`config.mk`:
```
export PLATFORM = sky130hd
export DESIGN_NAME = edge_delay_meter
export DESIGN_NICKNAME = d
export VERILOG_FILES = /design/src/rtl/edge_delay_meter.sv
export SDC_FILE = /design/constraint.sdc
export NUM_CORES = 1
export LEC_CHECK = 0
export ABC_AREA = 1
export CAP_MARGIN = 25
export CORE_UTILIZATION = 34
export DETAILED_ROUTE_END_ITERATION = 16
export GPL_ROUTABILITY_DRIVEN = 0
export SYNTH_ARGS = -nofsm -noshare
export SYNTH_HDL_FRONTEND = slang
export SYNTH_SLANG_ARGS = --single-unit
```
`constraint.sdc`:
```
create_clock -name clk -period 2 [get_ports clk]
set_input_delay 0.2 -clock clk [delete_from_list [all_inputs] [get_ports clk]]
set_output_delay 0.2 -clock clk [all_outputs]
set_load 0.02 [all_outputs]
```
`src/rtl/edge_delay_meter.sv`:
```
// edge_delay_meter: measures stim-edge to resp-edge delay in clk cycles,
// with min/max/count statistics.
module edge_delay_meter #(
    parameter int CNT_W       = 8,
    parameter int SYNC_STAGES = 2
) (
    input  logic             clk,
    input  logic             rst_n,
    input  logic             stim,
    input  logic             resp,
    input  logic             clr,
    output logic [CNT_W-1:0] delay,
    output logic             delay_vld,
    output logic             timeout,
    output logic             overrun,
    output logic             busy,
    output logic [CNT_W-1:0] min_delay,
    output logic [CNT_W-1:0] max_delay,
    output logic [15:0]      meas_cnt
);

    localparam logic IDLE = 1'b0;
    localparam logic WAIT = 1'b1;
    localparam logic [CNT_W-1:0] CMAX = '1;

    logic [SYNC_STAGES-1:0] s_sync;
    logic [SYNC_STAGES-1:0] r_sync;
    logic                   s_q;
    logic                   r_q;
    logic                   se;
    logic                   re;
    logic                   state;
    logic [CNT_W-1:0]       cnt;
    logic [CNT_W-1:0]       cnt_p1;
    logic                   hit;
    logic [CNT_W-1:0]       hv;
    logic [CNT_W-1:0]       base_min;
    logic [CNT_W-1:0]       base_max;
    logic [15:0]            base_cnt;

    // Equal-depth chains keep stim and resp latency identical.
    always_ff @(posedge clk or negedge rst_n) begin
        if (!rst_n) begin
            s_sync <= '0;
            r_sync <= '0;
            s_q    <= 1'b0;
            r_q    <= 1'b0;
        end else begin
            s_sync <= {s_sync[SYNC_STAGES-2:0], stim};
            r_sync <= {r_sync[SYNC_STAGES-2:0], resp};
            s_q    <= s_sync[SYNC_STAGES-1];
            r_q    <= r_sync[SYNC_STAGES-1];
        end
    end

    assign se     = s_sync[SYNC_STAGES-1] ^ s_q;
    assign re     = r_sync[SYNC_STAGES-1] ^ r_q;
    assign cnt_p1 = cnt + 1'b1;
    assign busy   = (state == WAIT);

    always_comb begin
        hit = 1'b0;
        hv  = '0;
        if (state == IDLE && se && re) begin
            hit = 1'b1;
        end else if (state == WAIT && re) begin
            hit = 1'b1;
            hv  = cnt_p1;
        end
    end

    // A clear in the sample cycle acts first, then the sample folds in.
    assign base_min = clr ? CMAX : min_delay;
    assign base_max = clr ? '0 : max_delay;
    assign base_cnt = clr ? 16'd0 : meas_cnt;

    always_ff @(posedge clk or negedge rst_n) begin
        if (!rst_n) begin
            min_delay <= CMAX;
            max_delay <= '0;
            meas_cnt  <= 16'd0;
        end else begin
            min_delay <= (hit && hv < base_min) ? hv : base_min;
            max_delay <= (hit && hv > base_max) ? hv : base_max;
            if (hit && base_cnt != 16'hFFFF)
                meas_cnt <= base_cnt + 16'd1;
            else
                meas_cnt <= base_cnt;
        end
    end

    always_ff @(posedge clk or negedge rst_n) begin
        if (!rst_n) begin
            state     <= IDLE;
            cnt       <= '0;
            delay     <= '0;
            delay_vld <= 1'b0;
            timeout   <= 1'b0;
            overrun   <= 1'b0;
        end else begin
            delay_vld <= hit;
            timeout   <= 1'b0;
            overrun   <= 1'b0;
            if (hit)
                delay <= hv;
            case (state)
                IDLE: begin
                    if (se && !re) begin
                        state <= WAIT;
                        cnt   <= '0;
                    end
                end
                default: begin
                    if (re) begin
                        cnt <= '0;
                        if (!se)
                            state <= IDLE;
                    end else if (se) begin
                        overrun <= 1'b1;
                        cnt     <= '0;
                    end else if (cnt_p1 == CMAX) begin
                        timeout <= 1'b1;
                        state   <= IDLE;
                    end else begin
                        cnt <= cnt_p1;
                    end
                end
            endcase
        end
    end

endmodule

```
* After elaboration in Yosys (flattened, before gate mapping) *
Cells that the tools add are included.

storage, ports and cells
  register bits after elaboration = 58
  bits of input ports = 5
  output and inout port bits = 44

cells by class
  add/sub/neg operators = 2
  equal/unequal tests = 3
  multiplexer cells = 27
  reduce and logical (&&, ||, !) cells = 10
  bitwise operators = 3
  magnitude comparators = 2

operators by type and width
  operator                                                          number
  8-bit two-way mux                                                 11
  16-bit two-way mux                                                2
  16-bit by 1-bit adder with 16-bit output (second input constant)  1
  16-bit != test (second input constant)                            1
  1-bit two-way mux                                                 14
  8-bit by 1-bit adder with 8-bit output (second input constant)    1
  8-bit equality test (second input constant)                       1
  8-bit > comparator                                                1
  8-bit less-than comparator                                        1
  1-bit logical AND                                                 7
  4-bit != test (second input constant)                             1
  2-bit AND reduction                                               1
  2-bit nonzero test                                                1
  1-bit XOR                                                         2
  1-bit zero test                                                   1
  1-bit NOT                                                         1

* Longest topological paths before layout *
Gate-level depths: netlist (run 1).

  depth after elaboration = 7
  gate-level depth with buffers = 17
  gate-level depth less buffers = 16

* Least setup slack after synthesis (run 1) *
OpenSTA, ideal clock, no wires.

  path kind = register to register
  start point = register state (netlist: busy)
  end point = register min_delay[4]
  setup slack = -0.280 ns
  arrival = 2.201 ns
  buffers on the path = 1
  cell stages (with the launch flop) = 13
  library setup time = 0.079 ns
  cells stage by stage = dfrtp_1 -> inv_1 -> nor2_4 -> inv_1 -> clkbuf_1 -> nor2_1 -> ha_1 -> a21oi_1 -> o21ai_0 -> nor2_4 -> nand2_4 -> o21ai_1 -> nand2_1

on the way
  word-level cells in the longest chain between the ends = 7

ends and longest elaborated chain
  what                             line  RTL
  start: declaration               32    logic state;
  start signal: assignment         94    state <= IDLE;
  start signal: assignment         109   state <= WAIT;
  start signal: assignment         117   state <= IDLE;
  1-bit NOT                        n/a
  1-bit logical AND (2 in series)  64    if (state == IDLE && se && re) begin
  8-bit two-way mux (*)            64
  via hv[7]                        36    logic [CNT_W-1:0] hv;
  8-bit less-than comparator (*)   83    min_delay <= (hit && hv < base_min) ? hv : base_min;
  1-bit logical AND (*)            83
  8-bit two-way mux (*)            83
  end signal: assignment           83
  end: declaration                 17    output logic [CNT_W-1:0] min_delay,

Mark *: on every way through the listed nets, which the timed path passes. The rest lies on a longest branch.
A chain may end at the register's enable or synchronous reset.

* Final worst setup path (run 1) *
  start point = register r_sync[1]
  end point = register max_delay[6]

on the way
  word-level cells in the longest chain between the ends = 7

ends and longest elaborated chain
  what                      line  RTL
  start: declaration        27    logic [SYNC_STAGES-1:0] r_sync;
  start signal: assignment  50    r_sync <= {r_sync[SYNC_STAGES-2:0], resp};
  1-bit XOR (*)             57    assign re = r_sync[SYNC_STAGES-1] ^ r_q;
  1-bit logical AND         66    end else if (state == WAIT && re) begin
  8-bit two-way mux         66
  8-bit two-way mux (*)     64
  via hv[7]                 36
  8-bit > comparator (*)    84    max_delay <= (hit && hv > base_max) ? hv : base_max;
  1-bit logical AND (*)     84
  8-bit two-way mux (*)     84
  end signal: assignment    84
  end: declaration          18    output logic [CNT_W-1:0] max_delay,

Marked as above.

==> run metrics, run 1 <==
status=finished with violations; failing checks=negative setup slack; part of the total power dissipated in the clock network=31.7%; Max-Slew Margin vs Limit=70.8%; vias per std cell=4.53; most frequent cell after synthesis=nand2_1; number of buffers added on ports=48; DP Cell Count=618; total buffers and inverters traversed by the critical path=4; Core ar.=9330 um^2; Yosys Warn Count=0; share of Yosys cell area claimed by the top area cell type=37.8%; family of cells with the greatest summed delay on the critical path=simple AND/OR/NAND/NOR gates; horizontal extent of the die=101 um; Top FF cell, synth=dfrtp_1; clock tree from TritonCTS=built; crit path launch type=register; DR iter-0 viols=91; largest fanout on the critical path=8; post-synthesis cell area=3310 um^2; delay of the slowest cell on the worst path=0.39 ns; number of CTS-inserted buffers=9; proportion of layout cells with a drive suffix above 1=36.4%; proportion of power drawn by combinational gates=24.5%; layout-stage area growth over the synthesis result=48.1%; number of sinks handled by clock tree synthesis=58; Switching Fraction=30.4%; share of the yosys chip area belonging to registers=44.2%; Total Routed Length=8130 um; maximum number of buffers from clock root to sink=2; number of cells traversed by the worst hold path=1; effective utilization at floorplan=35.5%; fraction of the core area covered by cells at the end of the flow=52.5%; # diodes=0; dominant cell type by count on the critical path=nor2_4; pin slew with the least headroom to its limit=0.438 ns; critical path data required time=2.22 ns; GRT Residual Overflow=0; Synth async-reset ratio=100%; largest net degree at the start of global routing=22; flops & latches, synth=58; number of remaining DRC errors=0; Final Setup Violations=16; most frequent cells after synthesis=nand2_1, dfrtp_1, inv_1, nor2_1, nand3_1; number of nets in the layout=534; cell-by-cell trace of the critical path=inv_2 > nand2_2 > nand2_4 > nor2_4 > clkinvlp_4 > buf_6 > nor2_4 > buf_4 > ha_4 > nand4_1 > nor2_4 > nor2_8 > nand2_8 > nand2_2 > nand2_1; number of enable-type register cells in the synthesized netlist=0; clock latency of the later-clocked register in the worst-skew pair=0.34 ns; number of slew-limit violations in the final report=0; share of the clock period used by the worst path after layout=115%; hold violation total from the final report=0; smallest setup slack after layout=-0.298 ns; gate count after technology mapping=380; via count=2929; IO Count=49; Pre-Repair DR Iteration Count=4; Clk Tree Root Cell=clkbuf_8; Layout Cells excl Fill=646; power per cell area=620 nW/um^2; multi-input combinational cell area=1840 um^2; global-route wire length before repair=13500 um; Total GRT Usage=17.2%; Register Area=1460 um^2; synthesized netlist net count=402; worst voltage drop across the vdd grid=0.000436 V; vias in the first global route=2892; capture instance of the worst register-to-register path=max_delay[6]; Non-Filler Cell Area, Final=4900 um^2; post-detailed-placement half-perimeter wirelength=6160 um; number of nets with antenna violations after detailed routing=0; top post-synthesis cells by area=dfrtp_1, nand2_1, ha_1; sequential fraction of design power=43.7%; achievable clock frequency=435 MHz; leading area contributor after synthesis=dfrtp_1; launch instance of the worst min-delay path=stim; crit path max-delay cell type=dfrtp_1; number of fill cells in the layout=848; mean instance size in the synthesized netlist=8.71 um^2; clock tree skew after final layout=0.00867 ns; depth of the CTS H-tree=3; clock transition time at the flip-flop clock pins of the worst setup and hold paths=0.06 ns; cell area after placement=4530 um^2; distinct cell type count after synthesis=40; die extent in y=101 um; hold path endpoint=s_sync[0]; kind of capture point of the worst setup path=register; critical path type=register to register; die area=10100 um^2; initial antenna violation count=0; RSZ-0062 raised after global routing=yes; leakage=2.40 nW; worst hold-check path type=input pin to register; Row Count=35; Net Switching=925 uW; arrival time worst endpoint=2.52 ns; reg-to-reg startpoint=r_sync[1]; routed wire length per instance=12.6 um; Register-to-Register Setup Slack=-0.30 ns; Internal Dissipation=2.11 mW; final critical path time including I/O delays and setup=2.30 ns; length in cells of the worst reg-to-reg path=15; maximum capacitance violations=0
-- layout make-up --
type | count | area share (%)
clock buffer | 16 | 3.47
inverter | 47 | 3.78
multi-input combinational | 271 | 37.6
sequential | 58 | 29.9
tap | 129 | 3.29
timing repair buffer | 125 | 22.0
-- per-stage QoR --
stage / setup WS, ns / setup TNS, ns / power [mW] / hold slack [ns]
after floorplan: -0.0795 / -1.11 / 1.71 / -0.0956
after global placement: -0.196 / -3.91 / 2.02 / 0.168
after detailed placement: -0.249 / -5.01 / 2.03 / 0.174
after CTS: -0.201 / -2.70 / 3.01 / 0.295
after global routing: -0.445 / -6.76 / 3.19 / 0.287
final: -0.298 / -4.24 / 3.04 / 0.306
-- power by group through the flow --
| stage | registers [mW] | logic [mW] | clock network (mW) |
|---|---|---|---|
| 6_report | 1.33 | 0.745 | 0.964 |
| 5_1_grt | 1.34 | 0.806 | 1.04 |
| 4_1_cts | 1.32 | 0.693 | 0.996 |
| 3_5_place_dp | 1.35 | 0.683 | 0 |
| 3_3_place_gp | 1.34 | 0.676 | 0 |
| 2_1_floorplan | 1.42 | 0.294 | 0 |
-- registers in the layout, summed over array words and instances (netlist names) --
signal / cells
busy: 1
cnt: 8
delay: 8
delay_vld: 1
max_delay: 8
meas_cnt: 16
min_delay: 8
overrun: 1
r_q: 1
r_sync: 2
s_q: 1
s_sync: 2
timeout: 1
-- repair_timing --
action                                 in CTS  in global routing
resized for setup                           1                 26
pin swaps                                   2                 21
endpoints found under the hold margin      18                  0
hold buffers                                1                  0
setup buffers                               3                  6
gates cloned                                0                  2
setup endpoints to repair                  16                 20
-- worst max-delay path by stage --
stage	from	endpoint	slack (ns)	cells after the start
floorplan	cnt[2]	max_delay[0]	-0.08	14
global placement	clr	meas_cnt[13]	-0.20	13
detailed placement	cnt[0]	max_delay[0]	-0.25	14
CTS	r_sync[1]	max_delay[5]	-0.20	14
global route	r_q	max_delay[6]	-0.44	15
finish	r_sync[1]	max_delay[6]	-0.30	15
-- placed cells by master (no fill, tap or decap), types with 2 or more instances in the layout --
master and instances:
ha_1 14, buf_6 3, nand2_1 85, clkbuf_8 11, nor2_1 25, xnor2_1 6, nor3_2 3, nand3_2 9
dfrtp_1 49, nand4_1 6, nor2_2 7, o21bai_2 2, clkbuf_1 5, o21ai_2 5, inv_2 8, ha_4 2
nand3_1 20, nand2_2 21, buf_4 72, xor2_1 11, a21oi_2 2, a21oi_1 5, inv_1 37, dfstp_2 8
nor2_4 15, o21ai_1 6, o21ai_0 5, nand2_4 5, clkdlybuf4s50_1 47, nand3_4 2
-- worst register-to-register path, cell delays in order (launching register included) --
cell,delay [ns]
dfrtp_1,0.39
inv_2,0.05
nand2_2,0.07
nand2_4,0.06
nor2_4,0.14
clkinvlp_4,0.22
buf_6,0.18
nor2_4,0.15
buf_4,0.15
ha_4,0.21
nand4_1,0.12
nor2_4,0.08
nor2_8,0.17
nand2_8,0.10
nand2_2,0.07
nand2_1,0.05
-- cells by family after synthesis --
| group | after synthesis | share of synthesized area (%) |
|---|---|---|
| adders and majority gates | 17 | 6.43 |
| and+or+nand+nor | 205 | 32.8 |
| AOI/OAI and AO/OA | 28 | 4.84 |
| xor gates and xnor gates | 19 | 5.26 |
| DFF | 58 | 44.2 |
| buffers and inverters | 53 | 6.47 |
-- per-layer routing --
layer	vias up	wire, um	global-route usage, %
li1	1470	-	-
met2	56	3830	27.7
met3	12	266	4.37
met5	-	0	0
met4	0	101	5.35
met1	1391	3930	22.9
Power figures use the tool's default switching activity.
==> run 2, diff against run 1 <==
SLEW_MARGIN = 20   (was unset)
==> results of run 2 <==
No change in the layout: final DEF, timing and power equal those of run 1.
